[src/rtl/pam4_pkg.sv]
// Shared PAM-4 definitions used by the Tx encoder and the Rx decoder.
// Holds the symbol type, the default level codes and the level mapping function.
package pam4_pkg;

   localparam int unsigned PAM4_SYM_W = 2;

   typedef logic [PAM4_SYM_W-1:0] pam4_sym_t;

   // Level codes at SIGNAL_RESOLUTION=8, SYMBOL_SEPERATION=56
   localparam logic [7:0] PAM4_LEVEL_00 = 8'hAC;  // -84
   localparam logic [7:0] PAM4_LEVEL_01 = 8'hE4;  // -28
   localparam logic [7:0] PAM4_LEVEL_10 = 8'h1C;  // +28
   localparam logic [7:0] PAM4_LEVEL_11 = 8'h54;  // +84

   // level(s) = (2*s - 3) * separation/2, kept to the low 'resolution' bits
   function automatic logic [31:0] pam4_level(input pam4_sym_t   sym,
                                              input int unsigned resolution,
                                              input int unsigned separation);
      int          step;
      int          code;
      logic [31:0] mask;
      step = int'(separation / 2);
      code = (2 * int'({30'b0, sym}) - 3) * step;
      mask = (resolution >= 32) ? '1 : ((32'd1 << resolution) - 32'd1);
      return 32'(code) & mask;
   endfunction

endpackage

[src/rtl/pam_4_encode.sv]
// PAM-4 transmit mapper: serialises DATA_WIDTH-bit words into DATA_WIDTH/2
// two-bit symbols (MSB pair first) and emits one signed level code per symbol.
// Ports:
//   clk, rst                  clock and synchronous active-high reset
//   data_in / _valid / _ready word input handshake (ready is combinational)
//   voltage_level_out / _valid / _ready / _last  level stream toward the channel
module pam_4_encode
   import pam4_pkg::*;
#(
   parameter int unsigned DATA_WIDTH        = 8,
   parameter int unsigned SIGNAL_RESOLUTION = 8,
   parameter int unsigned SYMBOL_SEPERATION = 56
) (
   input  logic                         clk,
   input  logic                         rst,
   input  logic [DATA_WIDTH-1:0]        data_in,
   input  logic                         data_in_valid,
   output logic                         data_in_ready,
   output logic [SIGNAL_RESOLUTION-1:0] voltage_level_out,
   output logic                         voltage_level_out_valid,
   input  logic                         voltage_level_out_ready,
   output logic                         voltage_level_out_last
);

   localparam int unsigned SYMS  = DATA_WIDTH / 2;
   localparam int unsigned CNT_W = ($clog2(SYMS + 1) > 3) ? $clog2(SYMS + 1) : 3;

   typedef enum logic {
      ST_IDLE = 1'b0,
      ST_SEND = 1'b1
   } state_e;

   state_e                       state_c;
   logic [CNT_W-1:0]             cnt_q,   cnt_d;
   logic [DATA_WIDTH-1:0]        shift_q, shift_d, shift_nxt;
   logic [SIGNAL_RESOLUTION-1:0] level_q, level_d;
   logic                         valid_q, valid_d;
   logic                         last_q,  last_d;
   logic                         load;

   // State is implied by the remaining-symbol count
   assign state_c = (cnt_q == '0) ? ST_IDLE : ST_SEND;

   // Ready also on the final symbol's handshake so words stream without a bubble
   assign data_in_ready = !rst && ((state_c == ST_IDLE) ||
                                   ((cnt_q == CNT_W'(1)) && voltage_level_out_ready));
   assign load          = data_in_valid && data_in_ready;

   // State register
   always_ff @(posedge clk) begin
      if (rst) begin
         cnt_q   <= '0;
         shift_q <= '0;
         level_q <= '0;
         valid_q <= 1'b0;
         last_q  <= 1'b0;
      end else begin
         cnt_q   <= cnt_d;
         shift_q <= shift_d;
         level_q <= level_d;
         valid_q <= valid_d;
         last_q  <= last_d;
      end
   end

   // Next-state: load a word (also as a reload on the last symbol) or advance on handshake
   always_comb begin
      cnt_d     = cnt_q;
      shift_d   = shift_q;
      level_d   = level_q;
      valid_d   = valid_q;
      last_d    = last_q;
      shift_nxt = shift_q << 2;

      if (load) begin
         shift_d = data_in;
         cnt_d   = CNT_W'(SYMS);
         level_d = SIGNAL_RESOLUTION'(pam4_level(data_in[DATA_WIDTH-1 -: 2],
                                                 SIGNAL_RESOLUTION, SYMBOL_SEPERATION));
         valid_d = 1'b1;
         last_d  = (SYMS == 1);
      end else if ((state_c == ST_SEND) && voltage_level_out_ready) begin
         if (cnt_q > CNT_W'(1)) begin
            shift_d = shift_nxt;
            cnt_d   = cnt_q - CNT_W'(1);
            level_d = SIGNAL_RESOLUTION'(pam4_level(shift_nxt[DATA_WIDTH-1 -: 2],
                                                    SIGNAL_RESOLUTION, SYMBOL_SEPERATION));
            last_d  = (cnt_q == CNT_W'(2));
         end else begin
            cnt_d   = '0;
            valid_d = 1'b0;
            last_d  = 1'b0;
         end
      end
   end

   assign voltage_level_out       = level_q;
   assign voltage_level_out_valid = valid_q;
   assign voltage_level_out_last  = last_q;

endmodule

[config.mk]
export PLATFORM = sky130hd
export DESIGN_NAME = pam_4_encode
export DESIGN_NICKNAME = d
export VERILOG_FILES = /design/src/rtl/pam4_pkg.sv /design/src/rtl/pam_4_encode.sv
export SDC_FILE = /design/constraint.sdc
export NUM_CORES = 1
export LEC_CHECK = 0
export ABC_AREA = 1
export CORE_UTILIZATION = 53
export CTS_BUF_LIST = sky130_fd_sc_hd__clkbuf_8
export DETAILED_ROUTE_END_ITERATION = 10
export PLACE_DENSITY = 0.91
export REMOVE_ABC_BUFFERS = 1
export SYNTH_ARGS = -nofsm -noshare
export SYNTH_HDL_FRONTEND = slang
export SYNTH_SLANG_ARGS = --single-unit
[constraint.sdc]
create_clock -name clk -period 1.6 [get_ports clk]
set_input_delay 0.16 -clock clk [delete_from_list [all_inputs] [get_ports clk]]
set_output_delay 0.16 -clock clk [all_outputs]
set_load 0.03 [all_outputs]
==> results.tsv, run 1 <==
stage	metric	value	unit
placement	dpl cells	217	
finish	share of layout cells above drive strength 1	23.2	%
critical_path	crit path launch type	register	
finish	commonest non-fill, non-tap cell in the layout	nand2_1	
yosys	Syn Area/Cell	7.30	sq um
drt	post-route ant nets	0	
timing	Setup violations, final	0	
placement	IO Port Bufs	20	
clock_tree	clock sinks	17	
global_routing	GRT Util Overall	25.3	%
placement	Final Wtd Congestion	0.828	
drt	DR vias	1160	
clock_tree	clk root buf	clkbuf_8	
critical_path	crit path kind	register to register	
clock_tree	TritonCTS clock tree	done	
power	PwrDens	753	nW/um^2
critical_path	CP Cell Sequence	inv_1, ha_2, nand2_4, nand2_2, nand3_4, nand2_4, inv_2, nand2_1, nand3_1, nand2_1, inv_1	
power	Pint	779	uW
floorplan	initial cell density of the core	58.5	%
drt	Starting DRT DRC Count	25	
floorplan	# IOs	23	
outcome	status	complete, no violations	
drt	# DRC	0	
yosys	Gate Count Post-Synth	162	
power	Pwr Total	1190	uW
power	sw frac	34.4	%
yosys	warnings from Yosys	0	
worst_hold_path	HP Class	primary input to register	
clock_tree	clk_lat worst skew	0.26	ns
power	Psw	409	uW
timing	final period utilization	94.3	%
finish	most frequent cells in the layout	nand2_1, clkdlybuf4s50_1, nor2_1, dfxtp_1, inv_1	
finish	NumNets Final	227	
critical_path	CP endpoint kind	register	
floorplan	Die X	49.2	um
drt	routed len/inst	12.7	um
placement	DP HPWL	1950	um
yosys	sequential fraction of the synthesis area	28.8	%
yosys	Cell variety after synth	31	
power	clock share of power	28.7	%
floorplan	Die Footprint	2420	sq um
drt	Routed WL	2860	um
clock_tree	CTS Buf Count	3	
drt	DR pass1 iterations	4	
global_routing	initial antenna violation count	0	
critical_path	Critical Path Max Stage Delay	0.34	ns
critical_path	CP max FO	6	
clock_tree	Hold-fix buffers, CTS	0	
power	share of power burned in registers	39.4	%
critical_path	CP max stage cell	dfxtp_2	
finish	Antenna Diode Count	0	
timing	Slew Limit Fails	0	
global_routing	first-pass GRT wire length	4670	um
finish	Area Growth Syn to Fin	33.4	%
power	leakage power	0.000734	uW
timing	f_max	663	MHz
global_routing	largest net degree at the start of global routing	11	
global_routing	total grt overflow	0	
global_routing	number of global-route vias before repair	1088	
timing	Period minus WS final	1.51	ns
power	worst vdd ir	0.674	mV
floorplan	Core Area	2020	sq um
clock_tree	H-tree depth	1	
clock_tree	Clock Path Buffers	2	
floorplan	Die H	49.2	um
job	max cap viols	0	
floorplan	# rows	16	
yosys	Mapped Area	1180	sq um
clock_tree	Clk pin slew, worst setup/hold paths	0.07	ns
critical_path	crit path DAT	1.67	ns
timing	Clock Skew	0.00207	ns
critical_path	data required time of the critical path	1.77	ns
drt	vias per cell	5.16	
finish	Fillers	140	
power	Combinational Power Share	31.9	%
yosys	#FFs+latches synth	17	
finish	final cell count without fillers	225	
timing	Final Hold Viols	0	
-- logic make-up (layout without fill, tap and decap cells) --
family | after synthesis | count (layout) | share of synthesized area, %
AND/OR/NAND/NOR | 80 | 82 | 32.9
other | 1 | 2 | 0.317
XOR/XNOR | 3 | 3 | 2.22
AO/OA/AOI/OAI | 18 | 18 | 9.31
flip-flops | 17 | 17 | 28.8
adder cells (fa/ha/maj) | 16 | 16 | 16.9
buffers and inverters | 27 | 60 | 9.52
-- synthesized netlist by cell type (all sizes together) --
cell type  instances  area, sq um
nor2              17         71.3
ha                16          200
nand4              1         21.3
nand2             45          191
nand3b             1         7.51
a21oi              9         48.8
xnor2              2         17.5
a211oi             1         7.51
buf                3         20.0
a31o               1         8.76
o22ai              1         6.26
xor2               1         8.76
inv               23         88.8
nor3               1         5.00
conb               1         3.75
a31oi              1         6.26
o21ai              5         32.5
clkinv             1         3.75
dfxtp             17          340
nand3             15         92.6
-- per-layer routing --
metal / global-route usage [%] / part of all wire, % / vias to the layer above
met5: 0 / 0 / -
li1: - / - / 586
met1: 29.5 / 44 / 524
met2: 44.7 / 49 / 41
met3: 3.74 / 4.5 / 9
met4: 12.3 / 2.1 / 0
-- power by group through the flow --
stage	Clock, uW	Sequential (uW)	Combinational, uW
CTS	335	467	354
global route	362	471	415
finish	341	468	379
global placement	0	475	336
detailed placement	0	477	349
floorplan	0	508	191
-- path summary, 6_finish.rpt --
check / from / end / slack (ns) / depth (start not counted)
worst min-delay path: data_in[6] / voltage_level_out[3]$_SDFFE_PP0P_ / 0.42 / 5
worst max-delay path: cnt_q[1]$_SDFFE_PP0P_ / voltage_level_out[5]$_SDFFE_PP0P_ / 0.09 / 11
worst max register to register: cnt_q[1]$_SDFFE_PP0P_ / voltage_level_out[5]$_SDFFE_PP0P_ / 0.09 / 11
worst min register to register: shift_q[0]$_SDFFE_PP0P_ / shift_q[0]$_SDFFE_PP0P_ / 0.47 / 2
-- critical path: cells and delay by family, from the launching register on --
| family | cells | cell delay [ns] |
|---|---|---|
| and+or+nand+nor | 7 | 0.64 |
| buffers and inverters | 3 | 0.22 |
| adders and majority gates | 1 | 0.21 |
| DFF | 1 | 0.34 |
-- flip-flops by register name (all words and copies together), names as in the netlist --
signal / flops
shift_q: 6
voltage_level_out: 6
cnt_q: 3
voltage_level_out_last: 1
voltage_level_out_valid: 1
-- final cells by class --
type | count | area (sq um) | area share [%]
well taps | 27 | 33.8 | 2.14
inverters | 24 | 92.6 | 5.87
multi-input cells | 121 | 771 | 48.9
clock buffers | 3 | 41.3 | 2.62
flip-flops and latches | 17 | 342 | 21.6
clock inverters | 1 | 5.00 | 0.317
repair buffers | 32 | 293 | 18.6
-- stage by stage --
stage | setup slack [ns] | utilization [%] | instance area [sq um] | setup TNS (ns) | hold slack, ns
6_report | 0.0919 | 78.0 | 1580 | 0 | 0.421
5_1_grt | -0.0106 | 78.0 | 1580 | -0.0132 | 0.474
4_1_cts | 0.0164 | 75.1 | 1520 | 0 | 0.463
3_5_place_dp | -0.139 | 72.8 | 1470 | -0.197 | 0.456
3_3_place_gp | -0.0468 | 72.8 | 1470 | -0.0468 | 0.449
2_1_floorplan | 0.180 | - | 1170 | 0 | 0.222
-- timing repair --
action / 4_1_cts / 5_1_grt
setup endpoints to repair: 0 / 14
gates resized for setup: 0 / 11
setup buffers: 0 / 2
Note: power is estimated with default switching activity, not from simulation.
==> run 2, diff against run 1 <==
Settings changed: CELL_PAD_IN_SITES_DETAIL_PLACEMENT from default to 1, CELL_PAD_IN_SITES_GLOBAL_PLACEMENT from default to 1, CORE_ASPECT_RATIO from default to 2, CORE_UTILIZATION 53 to 38.
==> results.tsv, run 2 (synthesis results as in run 1) <==
stage	metric	value	unit	change
critical_path	crit path launch type	register		
floorplan	Die Footprint	3350	sq um	+38%
drt	routed len/inst	15.5	um	+21%
worst_hold_path	hold path endpoint	voltage_level_out[3]$_SDFFE_PP0P_		
finish	most frequent cells in the layout	nand2_1, clkdlybuf4s50_1, nor2_1, buf_4, dfxtp_1		
floorplan	Core Area	2940	sq um	+46%
timing	final period utilization	98.8	%	+4.5 points
clock_tree	TritonCTS clock tree	done		
finish	fin area	1610	sq um	+2.1%
timing	Slew Limit Fails	0		unchanged
floorplan	# rows	28		+12
worst_hold_path	HP Class	primary input to register		
worst_hold_path	HP Start	data_in[6]		
outcome	status	complete, no violations		
critical_path	CP max FO	4		-2
global_routing	GRT Util Overall	20.9	%	-4.5 points
critical_path	crit path kind	register to register		
finish	commonest non-fill, non-tap cell in the layout	nand2_1		
finish	share of layout cells above drive strength 1	24.6	%	+1.4 points
drt	Routed WL	3540	um	+24%
finish	Area Growth Syn to Fin	36.2	%	
critical_path	data required time of the critical path	1.76	ns	about the same
job	max cap viols	0		unchanged
critical_path	RR Startpoint	shift_q[4]$_SDFFE_PP0P_		
finish	Antenna Diode Count	0		unchanged
power	worst vdd ir	0.600	mV	-11%
critical_path	crit path DAT	1.74	ns	+0.07 ns
critical_path	Reg-to-Reg End	voltage_level_out[6]$_SDFFE_PP0P_		
timing	f_max	633	MHz	-4.6%
placement	dpl cells	221		+1.8%
global_routing	initial antenna violation count	0		unchanged
drt	vias per cell	5.11		-0.82%
floorplan	Die X	41.4	um	-16%
drt	post-route ant nets	0		unchanged
finish	NumNets Final	228		+0.44%
power	leakage power	0.000745	uW	+1.6%
clock_tree	clock sinks	17		unchanged
placement	IO Port Bufs	20		unchanged
placement	DP HPWL	2660	um	+37%
clock_tree	Clk pin slew, worst setup/hold paths	0.07	ns	about the same
drt	# DRC	0		unchanged
global_routing	number of global-route vias before repair	1239		+14%
timing	Clock Skew	0.00192	ns	-0.000148 ns
critical_path	CP endpoint kind	register		
drt	DR pass1 iterations	4		unchanged
placement	Final Wtd Congestion	0.815		-1.6%
drt	Starting DRT DRC Count	4		-84%
global_routing	largest net degree at the start of global routing	11		unchanged
floorplan	# IOs	23		unchanged
placement	DP Area	1480	sq um	+0.76%
clock_tree	H-tree depth	1		unchanged
clock_tree	Clock Path Buffers	2		unchanged
finish	final cell count without fillers	229		+1.8%
critical_path	Worst R2R Path Depth	9		-2
power	PwrDens	745	nW/um^2	-1.0%
finish	Final Core Density	54.7	%	-23 points
worst_hold_path	WHS Path Cells	5		unchanged
clock_tree	clk_lat worst skew	0.26	ns	about the same
floorplan	initial cell density of the core	40.2	%	-18 points
global_routing	first-pass GRT wire length	5440	um	+16%
clock_tree	clk root buf	clkbuf_8		
timing	Final Hold Viols	0		unchanged
timing	Period minus WS final	1.58	ns	+0.0721 ns
global_routing	total grt overflow	0		unchanged
clock_tree	CTS Buf Count	3		unchanged
floorplan	Die H	80.9	um	+64%
drt	DR vias	1171		+0.95%
critical_path	FF-to-FF setup slack	0.02	ns	-0.07 ns
timing	Setup violations, final	0		unchanged
timing	WHS	0.428	ns	+0.00707 ns
-- run 2: cell count changes in the layout (fill, tap and decap cells not counted) --
cell	before	now
buf_4	13	16
ha_4	1	3
a21oi_1	7	8
a21oi_2	2	1
dfxtp_1	16	15
dfxtp_2	1	2
ha_1	13	12
ha_2	2	1
nand2_1	40	39
nand2_2	3	4
nand3_2	2	1
nor2_2	1	0
-- run 2: metal layers --
| metal | GRT usage [%] | wire (um) | share of wire [%] |
|---|---|---|---|
| met4 | 7.74 | 68 | 1.9 |
| met1 | 20.0 | 1200 | 34 |
| met2 | 43.9 | 2210 | 62 |
| met3 | 1.33 | 60 | 1.7 |
| met5 | 0 | 0 | 0 |
-- run 2: metrics by stage --
step / total power (uW) / worst slack, ns / TNS (ns)
5_1_grt: 1250 / -0.0927 / -0.114
2_1_floorplan: 699 / 0.180 / 0
4_1_cts: 1170 / 0.00451 / 0
3_5_place_dp: 847 / -0.228 / -0.356
6_report: 1200 / 0.0198 / 0
3_3_place_gp: 824 / -0.0484 / -0.0484
-- run 2: timing repair --
| item | in CTS | in global routing |
|---|---|---|
| endpoints found under the setup margin | 0 | 10 |
| endpoints found under the hold margin | 0 | 0 |
| gates resized for setup | 0 | 14 |
| buffers inserted | 0 | 4 |
| hold buffers | 0 | 0 |
-- run 2: area by class of cell --
type	count	area, sq um
Clock buffer	3	41.3
Clock inverter	1	5.00
Tap cell	30	37.5
Inverter	24	92.6
Fill cell	383	1330
Sequential cell	17	343
Multi-Input combinational cell	119	776
Timing Repair Buffer	35	315
-- run 2: worst max-delay path by stage --
| stage | startpoint | to | slack (ns) | cells after the start |
|---|---|---|---|---|
| 2_1_floorplan | shift_q[4]$_SDFFE_PP0P_ | voltage_level_out[6]$_SDFFE_PP0P_ | 0.18 | 10 |
| 3_3_place_gp | data_in[7] | voltage_level_out[6]$_SDFFE_PP0P_ | -0.05 | 12 |
| 3_5_place_dp | data_in[7] | voltage_level_out[6]$_SDFFE_PP0P_ | -0.23 | 12 |
| 4_1_cts | cnt_q[1]$_SDFFE_PP0P_ | voltage_level_out[7]$_SDFFE_PP0P_ | 0.005 | 9 |
| 5_1_grt | shift_q[4]$_SDFFE_PP0P_ | voltage_level_out[6]$_SDFFE_PP0P_ | -0.09 | 9 |
| 6_report | shift_q[4]$_SDFFE_PP0P_ | voltage_level_out[6]$_SDFFE_PP0P_ | 0.02 | 9 |
-- run 2: power breakdown --
part / internal [uW] / leakage [uW] / switching, uW
Clock: 173 / 0.0000255 / 160
Sequential: 452 / 0.000140 / 18.1
Combinational: 165 / 0.000580 / 233
Total: 790 / 0.000745 / 411
-- run 2: critical path: stages, from the launching register on --
cell and delay (ns):
dfxtp_1 0.36, inv_1 0.13, buf_4 0.17, ha_1 0.20, xnor2_1 0.24, inv_1 0.07
nand2_1 0.08, nand3_1 0.10, nand2_1 0.09, nor2_1 0.04
